### src/rtl/keypad_move_ctrl_if.sv
// Bundles the keypad matrix pins and the game-core command outputs of keypad_move_ctrl.
// master = the controller; slave = the keypad/game-core side.
interface keypad_move_ctrl_if;
    logic [3:0] kp_col_out;
    logic [3:0] kp_row_in;
    logic [3:0] keypadButton;
    logic       key_held;
    logic [2:0] col;
    logic       pop;
    logic       move_stb;
    logic       reset_req;

    modport master (
        output kp_col_out, keypadButton, key_held, col, pop, move_stb, reset_req,
        input  kp_row_in
    );

    modport slave (
        input  kp_col_out, keypadButton, key_held, col, pop, move_stb, reset_req,
        output kp_row_in
    );
endinterface

### src/rtl/keypad_move_ctrl.sv
// 4x4 keypad scanner, debouncer and Connect-4 command decoder.
// Optional feature macro: KEYPAD_AUTOREPEAT_EN (cursor auto-repeat for keys A/B).
module keypad_move_ctrl #(
    parameter int SCAN_DIV       = 100000,
    parameter int DEBOUNCE_SCANS = 4,
    parameter int REPEAT_SCANS   = 64
) (
    input  logic              myClk,
    input  logic              reset,
    keypad_move_ctrl_if.master bus
);
    localparam int CNT_W = $clog2(SCAN_DIV);
    localparam logic [4:0] KEY_NONE = 5'h10;

    typedef enum logic [1:0] {PH_C0, PH_C1, PH_C2, PH_C3} phase_t;

    function automatic logic [3:0] key_code(input logic [3:0] idx);
        case (idx)
            4'd0:  key_code = 4'h1;
            4'd1:  key_code = 4'h4;
            4'd2:  key_code = 4'h7;
            4'd3:  key_code = 4'h0;
            4'd4:  key_code = 4'h2;
            4'd5:  key_code = 4'h5;
            4'd6:  key_code = 4'h8;
            4'd7:  key_code = 4'hF;
            4'd8:  key_code = 4'h3;
            4'd9:  key_code = 4'h6;
            4'd10: key_code = 4'h9;
            4'd11: key_code = 4'hE;
            4'd12: key_code = 4'hA;
            4'd13: key_code = 4'hB;
            4'd14: key_code = 4'hC;
            default: key_code = 4'hD;
        endcase
    endfunction

    phase_t           phase_q, phase_d;
    logic [CNT_W-1:0] cnt_q, cnt_d;
    logic [3:0]       kp_col_q, kp_col_d;
    logic [11:0]      samp_q, samp_d;
    logic [4:0]       prev_raw_q, prev_raw_d;
    logic [3:0]       stab_q, stab_d;
    logic [4:0]       acc_q, acc_d;
    logic             evt_q, evt_d;
    logic [3:0]       evt_key_q, evt_key_d;
    logic [3:0]       btn_q, btn_d;
    logic             held_q, held_d;
    logic [2:0]       col_q, col_d;
    logic             pop_q, pop_d;
    logic             mv_q, mv_d;
    logic             rr_q, rr_d;
`ifdef KEYPAD_AUTOREPEAT_EN
    localparam int REP_W = $clog2(REPEAT_SCANS + 1);
    logic [REP_W-1:0] rep_q, rep_d;
`endif

    logic        tc;
    logic        scan_done;
    logic [15:0] pressed_now;
    logic [4:0]  n_hot;
    logic [3:0]  hot_idx;
    logic [4:0]  raw;
    phase_t      phase_nx;

    assign tc        = (cnt_q == CNT_W'(SCAN_DIV - 1));
    assign scan_done = tc && (phase_q == PH_C3);

    // C3 rows are taken live on its terminal cycle; C0..C2 come from the sample register.
    always_comb begin
        pressed_now = {~bus.kp_row_in, samp_q};
        n_hot   = 5'd0;
        hot_idx = 4'd0;
        for (int i = 0; i < 16; i++) begin
            if (pressed_now[i]) begin
                n_hot   = n_hot + 5'd1;
                hot_idx = 4'(i);
            end
        end
        raw = (n_hot == 5'd1) ? {1'b0, key_code(hot_idx)} : KEY_NONE;
    end

    always_comb begin
        phase_d    = phase_q;
        cnt_d      = tc ? '0 : cnt_q + CNT_W'(1);
        kp_col_d   = kp_col_q;
        samp_d     = samp_q;
        prev_raw_d = prev_raw_q;
        stab_d     = stab_q;
        acc_d      = acc_q;
        evt_d      = 1'b0;
        evt_key_d  = evt_key_q;
        btn_d      = btn_q;
        col_d      = col_q;
        pop_d      = pop_q;
        mv_d       = 1'b0;
        rr_d       = 1'b0;
        phase_nx   = phase_t'(phase_q + 2'd1);
`ifdef KEYPAD_AUTOREPEAT_EN
        rep_d      = rep_q;
`endif

        if (tc) begin
            phase_d  = phase_nx;
            kp_col_d = ~(4'b0001 << phase_nx);
            if (phase_q != PH_C3)
                samp_d[{phase_q, 2'b00} +: 4] = ~bus.kp_row_in;
        end

        if (scan_done) begin
            prev_raw_d = raw;
            if (raw == prev_raw_q)
                stab_d = (stab_q == 4'hF) ? stab_q : stab_q + 4'd1;
            else
                stab_d = 4'd1;
            if (stab_d >= 4'(DEBOUNCE_SCANS) && raw != acc_q) begin
                acc_d = raw;
                // Only NONE -> key is a press; key -> key swaps are silent.
                if (acc_q == KEY_NONE && !raw[4]) begin
                    evt_d     = 1'b1;
                    evt_key_d = raw[3:0];
                end
            end
`ifdef KEYPAD_AUTOREPEAT_EN
            if (evt_d || acc_d != acc_q)
                rep_d = '0;
            else if (acc_q == {1'b0, 4'hA} || acc_q == {1'b0, 4'hB}) begin
                if (rep_q == REP_W'(REPEAT_SCANS - 1)) begin
                    rep_d     = '0;
                    evt_d     = 1'b1;
                    evt_key_d = acc_q[3:0];
                end else begin
                    rep_d = rep_q + REP_W'(1);
                end
            end else
                rep_d = '0;
`endif
        end

        held_d = ~acc_d[4];

        if (mv_q)
            pop_d = 1'b0;

        // Actions land one cycle after the scan edge, together with their pulse.
        if (evt_q) begin
            btn_d = evt_key_q;
            case (evt_key_q)
                4'h1, 4'h2, 4'h3, 4'h4, 4'h5, 4'h6, 4'h7: begin
                    col_d = evt_key_q[2:0] - 3'd1;
                    mv_d  = 1'b1;
                end
                4'h0: pop_d = ~pop_q;
                4'hA: if (col_q != 3'd0) col_d = col_q - 3'd1;
                4'hB: if (col_q < 3'd6) col_d = col_q + 3'd1;
                4'hC: mv_d = 1'b1;
                4'hF: begin
                    rr_d  = 1'b1;
                    pop_d = 1'b0;
                    col_d = 3'd3;
                end
                default: ;
            endcase
        end
    end

    always_ff @(posedge myClk or negedge reset) begin
        if (!reset) begin
            phase_q    <= PH_C0;
            cnt_q      <= '0;
            kp_col_q   <= 4'b1110;
            samp_q     <= '0;
            prev_raw_q <= KEY_NONE;
            stab_q     <= 4'd0;
            acc_q      <= KEY_NONE;
            evt_q      <= 1'b0;
            evt_key_q  <= 4'd0;
            btn_q      <= 4'd0;
            held_q     <= 1'b0;
            col_q      <= 3'd3;
            pop_q      <= 1'b0;
            mv_q       <= 1'b0;
            rr_q       <= 1'b0;
`ifdef KEYPAD_AUTOREPEAT_EN
            rep_q      <= '0;
`endif
        end else begin
            phase_q    <= phase_d;
            cnt_q      <= cnt_d;
            kp_col_q   <= kp_col_d;
            samp_q     <= samp_d;
            prev_raw_q <= prev_raw_d;
            stab_q     <= stab_d;
            acc_q      <= acc_d;
            evt_q      <= evt_d;
            evt_key_q  <= evt_key_d;
            btn_q      <= btn_d;
            held_q     <= held_d;
            col_q      <= col_d;
            pop_q      <= pop_d;
            mv_q       <= mv_d;
            rr_q       <= rr_d;
`ifdef KEYPAD_AUTOREPEAT_EN
            rep_q      <= rep_d;
`endif
        end
    end

    assign bus.kp_col_out   = kp_col_q;
    assign bus.keypadButton = btn_q;
    assign bus.key_held     = held_q;
    assign bus.col          = col_q;
    assign bus.pop          = pop_q;
    assign bus.move_stb     = mv_q;
    assign bus.reset_req    = rr_q;
endmodule

### src/flat_wrapper.sv
// flat-port wrapper written by rule: the top's interface ports become plain ports
module keypad_move_ctrl_flat 
#(
    parameter int SCAN_DIV       = 100000,
    parameter int DEBOUNCE_SCANS = 4,
    parameter int REPEAT_SCANS   = 64
)
  (myClk, reset, bus_kp_col_out, bus_keypadButton, bus_key_held, bus_col, bus_pop, bus_move_stb, bus_reset_req, bus_kp_row_in);
  keypad_move_ctrl_if bus_i ();
  input  logic myClk;
  input  logic reset;
  output wire logic [$bits(bus_i.kp_col_out)-1:0] bus_kp_col_out;
  output wire logic [$bits(bus_i.keypadButton)-1:0] bus_keypadButton;
  output wire logic [$bits(bus_i.key_held)-1:0] bus_key_held;
  output wire logic [$bits(bus_i.col)-1:0] bus_col;
  output wire logic [$bits(bus_i.pop)-1:0] bus_pop;
  output wire logic [$bits(bus_i.move_stb)-1:0] bus_move_stb;
  output wire logic [$bits(bus_i.reset_req)-1:0] bus_reset_req;
  input wire logic [$bits(bus_i.kp_row_in)-1:0] bus_kp_row_in;
  assign bus_kp_col_out = bus_i.kp_col_out;
  assign bus_keypadButton = bus_i.keypadButton;
  assign bus_key_held = bus_i.key_held;
  assign bus_col = bus_i.col;
  assign bus_pop = bus_i.pop;
  assign bus_move_stb = bus_i.move_stb;
  assign bus_reset_req = bus_i.reset_req;
  assign bus_i.kp_row_in = bus_kp_row_in;
  keypad_move_ctrl #(.SCAN_DIV(SCAN_DIV), .DEBOUNCE_SCANS(DEBOUNCE_SCANS), .REPEAT_SCANS(REPEAT_SCANS)) u_core (.myClk(myClk), .reset(reset), .bus(bus_i));
endmodule
### config.mk
export PLATFORM = sky130hd
export DESIGN_NAME = keypad_move_ctrl_flat
export DESIGN_NICKNAME = d
export VERILOG_FILES = /design/src/rtl/keypad_move_ctrl_if.sv /design/src/rtl/keypad_move_ctrl.sv /design/src/flat_wrapper.sv
export SDC_FILE = /design/constraint.sdc
export NUM_CORES = 1
export LEC_CHECK = 0
export ABC_AREA = 1
export BUFFER_PORTS_ARGS = -buffer_cell sky130_fd_sc_hd__buf_4
export CAP_MARGIN = 20
export CELL_PAD_IN_SITES_DETAIL_PLACEMENT = 2
export CELL_PAD_IN_SITES_GLOBAL_PLACEMENT = 2
export CORE_MARGIN = 2
export CORE_UTILIZATION = 35
export CTS_CLUSTER_DIAMETER = 30
export DETAILED_ROUTE_END_ITERATION = 6
export MAX_ROUTING_LAYER = met4
export PLACE_DENSITY_LB_ADDON = 0.1
export SYNTH_ARGS = -nofsm -noshare
export SYNTH_HDL_FRONTEND = slang
export SYNTH_SLANG_ARGS = --single-unit
### constraint.sdc
create_clock -name myClk -period 10.16 [get_ports myClk]
set_input_delay 0.508 -clock myClk [delete_from_list [all_inputs] [get_ports myClk]]
set_output_delay 0.508 -clock myClk [all_outputs]
set_load 0.01 [all_outputs]
* Word-level counts from Yosys, hierarchy flattened
Memories as Yosys holds them, arrays and structs flattened. Cells that the tools add are included.
Cells by class: add/subtract/negate cells 22, $lt $le $gt $ge 2, eq/ne operators 21, shift operators 3, mux-type cells 52, bitwise gates (word level) 4, reduce and logical (&&, ||, !) cells 13
Operators by type and width (count):
- 2-to-1 mux 5 bit | 18
- adder 5 x 1 -> 5 bit, second input constant | 14
- 2-to-1 mux 4 bit | 11
- == test 4 bit, second input constant | 5
- 2-to-1 mux 3 bit | 6
- adder 17 x 1 -> 17 bit, second input constant | 1
- == test 17 bit, second input constant | 1
- 2-to-1 mux 17 bit | 1
- == test 4 x 3 -> 1 bit, second input constant | 4
- bitwise mux 12 bit | 1
- one-hot mux 3 bit (4 select lines) | 1
- variable shift 4 x 6 -> 12 bit, first input constant | 1
- variable part select 4 x 6 -> 12 bit | 1
- 2-to-1 mux 1 bit | 11
- == test 4 x 2 -> 1 bit, second input constant | 2
- inverter 4 bit | 2
- OR reduction 8 bit | 1
- OR reduction 7 bit | 1
- negator 4 -> 6 bit | 1
- subtractor 3 x 1 -> 3 bit, second input constant | 2
- == test 5 x 1 -> 1 bit, second input constant | 1
- == test 5 bit | 1
- == test 5 bit, second input constant | 1
- inequality test 5 bit | 1
- 22 further kinds | 28
Word-level totals: bits in registers 65, memory bits (read-only) 64, output and inout bits 15, word-level logic and storage cells 134, memories kept 1
Memory list:
- (name not given) | words 16, bits a word 4, read ports 1, clocked after memory_dff 0, wr ports 0, line keypad_move_ctrl.sv:18 | case (idx)

* Depth between registers and ports, before layout
Gate-level depths: netlist (run 1).
depth in word-level cells 41, gate-level depth with buffers 61, mapped depth without buffers 61

* Least setup slack after synthesis (run 1)
OpenSTA, ideal clock, no wires.
path type flip-flop to flip-flop, start point register u_core.samp_q[0], end point register u_core.held_q (netlist: u_core.bus.key_held), setup time 0.116 ns, data arrival time 7.719 ns, required time 10.044 ns, setup slack 2.325 ns, stages on the path, launching flop included 61, buffers on the path 0, clock period less this slack 7.835 ns, path through dfrtp_1 -> inv_1 -> ha_1 -> inv_1 -> nand2_2 -> nand2_1 -> inv_1 -> ha_1 -> nand2_1 -> nand2_1 -> ha_1 -> or2_1 -> nand2_1 -> inv_1 -> ha_1 -> nand2_1 -> nand2_1 -> ha_1 -> [... 25 more ...] -> o21ai_1 -> ha_1 -> nand2_1 -> inv_1 -> nand2_1 -> nand2_1 -> nor2_2 -> nand3_2 -> nor2_8 -> nand3_2 -> nand2_1 -> nand3_2 -> nor2_4 -> nand2_2 -> a21oi_4 -> nand2_1 -> o21ai_2 -> inv_2
On the way: word-level cells in the longest chain between the ends 41, elaborated cells on any way between the ends 42, classes of those cells add/sub (15); order compare (1); eq/ne (3); mux (21); bitwise (1); reduce/logical (1)
Ends and longest elaborated chain:
- from (decl) | line keypad_move_ctrl.sv:41 | logic [11:0] samp_q, samp_d;
- from (signal assigned) | line keypad_move_ctrl.sv:191 | samp_q <= samp_d;
- 2-to-1 mux 1 bit * | line keypad_move_ctrl.sv:75 | if (pressed_now[i]) begin
- adder 1 x 1 -> 2 bit | line keypad_move_ctrl.sv:76 | n_hot = n_hot + 5'd1;
- 2-to-1 mux 5 bit * | line keypad_move_ctrl.sv:75
- adder 5 x 1 -> 5 bit | line keypad_move_ctrl.sv:76
- 2-to-1 mux 5 bit * | line keypad_move_ctrl.sv:75
- adder 5 x 1 -> 5 bit | line keypad_move_ctrl.sv:76
- 2-to-1 mux 5 bit * | line keypad_move_ctrl.sv:75
- adder 5 x 1 -> 5 bit | line keypad_move_ctrl.sv:76
- [... 26 more ...]
- 2-to-1 mux 4 bit | line keypad_move_ctrl.sv:112 | if (raw == prev_raw_q)
- 2-to-1 mux 4 bit | line keypad_move_ctrl.sv:110 | if (scan_done) begin
- greater-or-equal comparator 4 x 3 -> 1 bit | line keypad_move_ctrl.sv:116 | if (stab_d >= 4'(DEBOUNCE_SCANS) && raw != acc_q) begin
- logical AND 1 bit | line keypad_move_ctrl.sv:116
- 2-to-1 mux 5 bit * | line keypad_move_ctrl.sv:116
- 2-to-1 mux 5 bit * | line keypad_move_ctrl.sv:110
- inverter 1 bit * | line keypad_move_ctrl.sv:140 | held_d = ~acc_d[4];
- net u_core.held_d | line keypad_move_ctrl.sv:48 | logic held_q, held_d;
- to (signal assigned) | line keypad_move_ctrl.sv:198 | held_q <= held_d;
- to (decl) | line keypad_move_ctrl.sv:48
Mark *: on every way through the listed nets, which the timed path passes. The rest lies on a longest branch. The select of a mux whose other input is x is not followed. A chain may end at the register's enable or synchronous reset.

* Worst setup path after layout (run 1)
start point register u_core.samp_q[0], end point register u_core.acc_q[0]
On the way: word-level cells in the longest chain between the ends 39, elaborated cells on any way between the ends 40, classes of those cells add/sub (15); order compare (1); eq/ne (3); mux (19); reduce/logical (2)
Ends and longest elaborated chain:
- 2-to-1 mux 1 bit * | line keypad_move_ctrl.sv:75
- adder 1 x 1 -> 2 bit | line keypad_move_ctrl.sv:76
- 2-to-1 mux 5 bit * | line keypad_move_ctrl.sv:75
- adder 5 x 1 -> 5 bit | line keypad_move_ctrl.sv:76
- 2-to-1 mux 5 bit * | line keypad_move_ctrl.sv:75
- adder 5 x 1 -> 5 bit | line keypad_move_ctrl.sv:76
- 2-to-1 mux 5 bit * | line keypad_move_ctrl.sv:75
- adder 5 x 1 -> 5 bit | line keypad_move_ctrl.sv:76
- [... 23 more ...]
- == test 5 x 1 -> 1 bit * | line keypad_move_ctrl.sv:80 | raw = (n_hot == 5'd1) ? {1'b0, key_code(hot_idx)} : KEY_NONE;
- 2-to-1 mux 5 bit * | line keypad_move_ctrl.sv:80
- == test 5 bit | line keypad_move_ctrl.sv:112
- 2-to-1 mux 4 bit | line keypad_move_ctrl.sv:112
- 2-to-1 mux 4 bit | line keypad_move_ctrl.sv:110
- greater-or-equal comparator 4 x 3 -> 1 bit | line keypad_move_ctrl.sv:116
- logical AND 1 bit | line keypad_move_ctrl.sv:116
- AND reduction 2 bit (no source line)
- to (signal assigned) | line keypad_move_ctrl.sv:175 | acc_q <= KEY_NONE;
- to (signal assigned) | line keypad_move_ctrl.sv:194 | acc_q <= acc_d;
- to (decl) | line keypad_move_ctrl.sv:44 | logic [4:0] acc_q, acc_d;
Every way passes the cells marked *; elsewhere a longest branch is shown, timed or not. The select of a mux whose other input is x is not followed.

==> results of run 1 <==
## final cells by class
class                   instances  share of cell area (%)
inverters                     167                    10.4
multi-input cells             569                    50.8
repair buffers                 20                    2.50
clock inverters                 2                   0.582
well taps                     188                    3.91
clock buffers                  14                    4.56
flip-flops and latches         65                    27.2
## worst paths after layout
kind / start / end / slack, ps / cells after the start
max in group asynchronous: reset / u_core.bus.key_held / 9310 / 1
max: u_core.samp_q[0] / u_core.acc_q[0] / 1220 / 60
min reg2reg: u_core.cnt_q[0] / u_core.cnt_q[0] / 470 / 1
min: reset / u_core.cnt_q[6] / 280 / 1
min in group myClk: u_core.cnt_q[0] / u_core.cnt_q[0] / 470 / 1
max reg2reg: u_core.samp_q[0] / u_core.acc_q[0] / 1220 / 60
## worst max-delay path: cells and delay by family (launching register included)
kind	cells	cell delay, ps
fa+ha+maj	14	3890
simple gates	37	3750
compound gates	4	480
flops	1	360
buf+inv	5	350
## metrics by stage
stage                     worst slack [ps]  hold slack (ps)  std cells  instance area (um2)
after CTS                             1140              319       1025                 6010
after detailed placement              1220              461       1009                 5710
after floorplan                       2320              212        802                 5330
after global placement                1810              450       1009                 5710
after global routing                   313              351       1025                 6010
final                                 1220              276       1025                 6010
## power groups by stage
| stage | logic (mW) | clock network (mW) | registers, mW |
|---|---|---|---|
| floorplan | 0.0172 | 0 | 0.264 |
| global placement | 0.0287 | 0 | 0.264 |
| detailed placement | 0.0309 | 0 | 0.264 |
| CTS | 0.0311 | 0.330 | 0.259 |
| global route | 0.0350 | 0.337 | 0.259 |
| finish | 0.0302 | 0.321 | 0.259 |
## kinds of logic after synthesis
family                   share of synthesized area (%)
buffers and inverters                             11.9
flip-flops                                        30.7
AND/OR/NAND/NOR                                   38.7
multiplexers                                     0.188
XOR/XNOR                                          1.48
adder cells (fa/ha/maj)                           6.95
AO/OA/AOI/OAI                                     10.1
## cell usage after synthesis, drive strengths merged, types with 11 or more instances
library cell,n,area (um2)
a21oi,26,153
dfrtp,58,1450
ha,28,350
inv,166,623
nand2,248,1020
nand3,71,475
nand4,13,81.3
nor2,78,329
nor3,11,55.1
o21ai,49,253
## layer usage
layer  share of wire, %  routed length [um]  vias to the layer above
met5                  0                   0                        -
met4                1.2                 190                        0
li1                   -                   -                     2579
met1                 42                6540                     2537
met3                1.1                 166                       14
met2                 55                8590                       23
## registers in the layout, summed over array words and instances (netlist names), 2 cells and up, named ones only
register / flops
u_core.acc_q: 4
u_core.bus.col: 3
u_core.bus.keypadButton: 4
u_core.bus.kp_col_out: 4
u_core.cnt_q: 17
u_core.evt_key_q: 4
u_core.phase_q: 2
u_core.prev_raw_q: 5
u_core.samp_q: 12
u_core.stab_q: 4
==> impl_metrics.toml, run 1 <==
[critical_path]
critical_path.endpoint_type = "flip-flop"
critPathMaxStageDelay_ps = 360
timing.critical_path.mode_cell = "sky130_fd_sc_hd__nand2_1"
worstSetupPathType = "flip-flop to flip-flop"
worst_ep_required_time_ps = 10380
timing.critical_path.arrival_ps = 9160
cpMaxStageDelayCell = "sky130_fd_sc_hd__dfrtp_1"
critPathMaxFanout = 10
cp-start-kind = "flip-flop"

[pwr]
vdd_drop_max_uv = 86.2
pwr-share-comb_pct = 4.9
cell_internal_power_uw = 477
power.density_cell_area_nw_per_um2 = 101
total_switching_power_uw = 133
total_power_uw = 610
p_leak_nw = 3.45
power_switching_share_pct = 21.8
power.share.clock_pct = 52.6
seq_power_share_pct = 42.5

[floorplanning]
die-width_um = 127
die_height_um = 127
die_outline_area_um2 = 16200
io_pins = 21
core_area_um2 = 15000
starting_density_of_the_core_pct = 35.4
core.rowCount = 45

[global_route]
sum_of_overflow_across_all_layers_after_global_routing = 0
grt_pass1_vias = 5874
largest_net_degree_at_the_start_of_global_routing = 66
grt_first_pass_wirelength_mm = 27.3
global_route_usage_over_all_layers_pct = 21.1
global_route.usage.met2_pct = 40.2
grtUsageMet3_pct = 2.26
initial_antenna_violation_count = 0
use_met1_pct = 23.4
grt_most_used_layer = "met2"

[clock_tree]
tritoncts_clock_tree = "built"
cts-root-to-sink-buffers = 2
cts_root_buffer = "sky130_fd_sc_hd__clkbuf_16"
htree_num_levels = 3
clkSinkCount = 65
postCtsSetupRepairBufs = 0
holdBufCountCts = 0
post_cts.resized_instances = 0
cts_clk_pin_slew_worst_paths_ps = 50
cts_inserted_buffers = 9
clkLatencyLatePin_ps = 330

[timing]
final_number_of_setup_violating_endpoints = 0
fmaxAchievable_mhz = 112
rsz0062_at_grt = "no"
final.setup_skew_ps = 3.40
slew_viol_final = 0
worst-slew-pin-transition_ps = 887
layout_worst_path_cycle_share_pct = 88.0
clock_period_minus_final_worst_setup_slack_ps = 8940
timing.slew.headroom_pct = 40.7
final_hold_vio_count = 0
fin_setup_tns_ps = 0

[placement]
final_gp_congestion = 0.818
io_buffer_count = 20
detailed_place_hpwl_mm = 12.5

[cells_and_area]
drive_above_1_share_pct = 12.7
most_frequent_standard_cell_in_the_layout_excluding_fill_and_tap_cells = "sky130_fd_sc_hd__nand2_1"
multiInputGateArea_um2 = 3060
final_core_utilization_pct = 40.0
nets = 867
seq_area_um2 = 1640
area_growth_pct = 12.9
most-common-layout-cells = "sky130_fd_sc_hd__nand2_1, sky130_fd_sc_hd__inv_1, sky130_fd_sc_hd__nor2_1"
diodes = 0
num-fill-cells = 1836

[detailed_routing]
num_vias = 5153
antenna_left = 0
dr.first_iter.drc_count = 141
drt-pass1-iter-count = 4
finalWirelength_mm = 15.5
detail_route.drc_violations = 0
drt_wl_cell_um = 15.1
via_per_inst = 5.03

[synth]
post_synth_edffs = 0
fraction_of_the_yosys_area_taken_by_sequential_cells_pct = 30.7
synth.yosys.warnings = 0
synth_nets = 837
synth_cell_types = 42
syn_area_cell_um2 = 6.64
synth-seq-cells = 65
postSynth.topFlopCell = "sky130_fd_sc_hd__dfrtp_1"
synth_area_um2 = 5330
syn-instance-count = 802
async_reset_ff_share_pct = 100

[min_path]
hold_class = "input pin to async pin"

[run]
cap_violations = 0

[status]
outcome = "complete, no violations"
No activity file was read; power rests on OpenSTA's default activity.
==> inputs of run 2 (changes only) <==
--- a/config.mk
+++ b/config.mk
@@ -11,7 +11,7 @@
 export CELL_PAD_IN_SITES_DETAIL_PLACEMENT = 2
 export CELL_PAD_IN_SITES_GLOBAL_PLACEMENT = 2
 export CORE_MARGIN = 2
-export CORE_UTILIZATION = 35
+export CORE_UTILIZATION = 32
 export CTS_CLUSTER_DIAMETER = 30
 export DETAILED_ROUTE_END_ITERATION = 6
 export MAX_ROUTING_LAYER = met4
==> constraint.sdc (replaced) <==
create_clock -name myClk -period 7.9 [get_ports myClk]
set_input_delay 0.395 -clock myClk [delete_from_list [all_inputs] [get_ports myClk]]
set_output_delay 0.395 -clock myClk [all_outputs]
set_load 0.01 [all_outputs]
==> run 2 against run 1 <==
The run now ends with setup timing left. Clock-buffer cell count shrank 2. Cell count increased by 11%. Total power grew 33%. Routed wire length up 32%. Die area up 9.1%. Clock skew up 2.2 ps. Largest cell class unchanged.
==> impl_metrics.toml, run 2 (synthesized netlist as in run 1, its figures left out) <==
[pwr]
p_leak_nw = 3.98
vdd_drop_max_uv = 106
power.density_cell_area_nw_per_um2 = 111

[critical_path]
reg2reg_depth = 60
cp-start-kind = "flip-flop"
timing.critical_path.arrival_ps = 8370
reg2reg_setup_slack_ps = -260
worstSetupPathType = "flip-flop to flip-flop"
worst_ep_required_time_ps = 8120
critPathMaxFanout = 8
r2r_start = "u_core.samp_q[1]"
critical_path.endpoint_type = "flip-flop"
crit_start = "u_core.samp_q[1]"
cpMaxStageDelayCell = "sky130_fd_sc_hd__dfrtp_1"
critPathMaxStageDelay_ps = 400
timing.critical_path.mode_cell = "sky130_fd_sc_hd__nand2_4"

[detailed_routing]
antenna_left = 0
detail_route.drc_violations = 0
drt-pass1-iter-count = 4
dr.first_iter.drc_count = 185
num_vias = 5678
via_per_inst = 5.01
drt_wl_cell_um = 18.1
finalWirelength_mm = 20.5

[global_route]
grt_first_pass_wirelength_mm = 32.0
global_route_usage_over_all_layers_pct = 23.0
sum_of_overflow_across_all_layers_after_global_routing = 0
initial_antenna_violation_count = 0
largest_net_degree_at_the_start_of_global_routing = 66
grt_pass1_vias = 6502

[cells_and_area]
most-common-layout-cells = "sky130_fd_sc_hd__nand2_1, sky130_fd_sc_hd__inv_1, sky130_fd_sc_hd__buf_4"
seq_area_um2 = 1640
area_growth_pct = 37.2
largest_register_ffs = 17
multiInputGateArea_um2 = 3710
drive_above_1_share_pct = 30.4
diodes = 0
most_frequent_standard_cell_in_the_layout_excluding_fill_and_tap_cells = "sky130_fd_sc_hd__nand2_1"
final_core_utilization_pct = 44.5
post-route-cell-area_um2 = 7310
most_flops_register = "u_core.cnt_q"
fin_cells = 1134
num-fill-cells = 1879
biggestRegsByFlops = "u_core.cnt_q: 17 flops, u_core.samp_q: 12 flops, u_core.prev_raw_q: 5 flops"
nets = 945

[timing]
clock_period_minus_final_worst_setup_slack_ps = 8160
slew_viol_final = 0
setup_ws_ps = -258
final_number_of_setup_violating_endpoints = 13
fmaxAchievable_mhz = 123
final.setup_skew_ps = 5.60
rsz0062_at_grt = "yes"
worst-slew-pin-transition_ps = 861
final_hold_vio_count = 0
timing.slew.headroom_pct = 42.6
layout_worst_path_cycle_share_pct = 103

[floorplanning]
core_area_um2 = 16400
io_pins = 21
starting_density_of_the_core_pct = 32.5
die_outline_area_um2 = 17700
die-width_um = 133
core.rowCount = 47
die_height_um = 133

[clock_tree]
htree_num_levels = 3
cts_inserted_buffers = 9
tritoncts_clock_tree = "built"
clkLatencyLatePin_ps = 330
holdBufCountCts = 0
cts_clk_pin_slew_worst_paths_ps = 50
clkSinkCount = 65
cts_root_buffer = "sky130_fd_sc_hd__clkbuf_16"
cts-root-to-sink-buffers = 2

[placement]
place_inst = 1074
placed_area_um2 = 5990
final_gp_congestion = 0.794
io_buffer_count = 20
detailed_place_hpwl_mm = 12.9

[run]
cap_violations = 0

[min_path]
hold_class = "input pin to async pin"

[status]
outcome = "finished, violations left"
failed_checks = "setup timing"
## run 2: area by class of cell
type	instances	area share [%]
clock inverter	3	0.890
sequential	65	22.4
clock buffer	12	3.37
timing repair buffer	96	10.2
multi-input combinational	571	50.7
tap	220	3.77
inverter	167	8.65
## run 2: critical path, delay by kind of cell (launching register included)
family / cells / cell delay [ps]
AND/OR/NAND/NOR: 37 / 3430
adder cells (fa/ha/maj): 14 / 3380
AO/OA/AOI/OAI: 4 / 550
flip-flops: 1 / 400
buffers and inverters: 5 / 290
## run 2: through the flow
stage	setup slack, ps	total power [mW]	hold WS (ps)	setup TNS, ps
after floorplan	64.8	0.361	99.4	0
after global placement	-156	0.378	444	-1220
after detailed placement	-662	0.381	470	-8520
after CTS	-49.8	0.820	211	-169
after global routing	-635	0.838	231	-7920
final	-258	0.811	174	-2500
## run 2: repair_timing
action / CTS / global route
buffers inserted: 39 / 9
setup endpoints to repair: 19 / 19
gates resized for setup: 85 / 68
cloned: 2 / 0
pin swaps: 61 / 67
## run 2: where the power goes
group	switching [mW]	leakage, nW	total (mW)	internal [mW]
clock	0.144	0.153	0.426	0.283
sequential	0	0.780	0.333	0.333
combinational	0.0347	3.05	0.0513	0.0166
## run 2: path summary, 6_finish.rpt
path                                              end
setup / recovery                      u_core.acc_q[0]
hold / removal                        u_core.cnt_q[6]
setup reg to reg                      u_core.acc_q[0]
hold reg to reg                       u_core.cnt_q[0]
max in group asynchronous  u_core.bus.keypadButton[0]
min in group myClk                   u_core.samp_q[7]
## run 2: metal layers
layer / up-vias / wire, um / GRT usage (%)
li1: 2742 / - / -
met1: 2833 / 7980 / 23.9
met2: 60 / 11700 / 45.4
met3: 43 / 265 / 2.72
met4: 0 / 600 / 5.85
met5: - / 0 / -
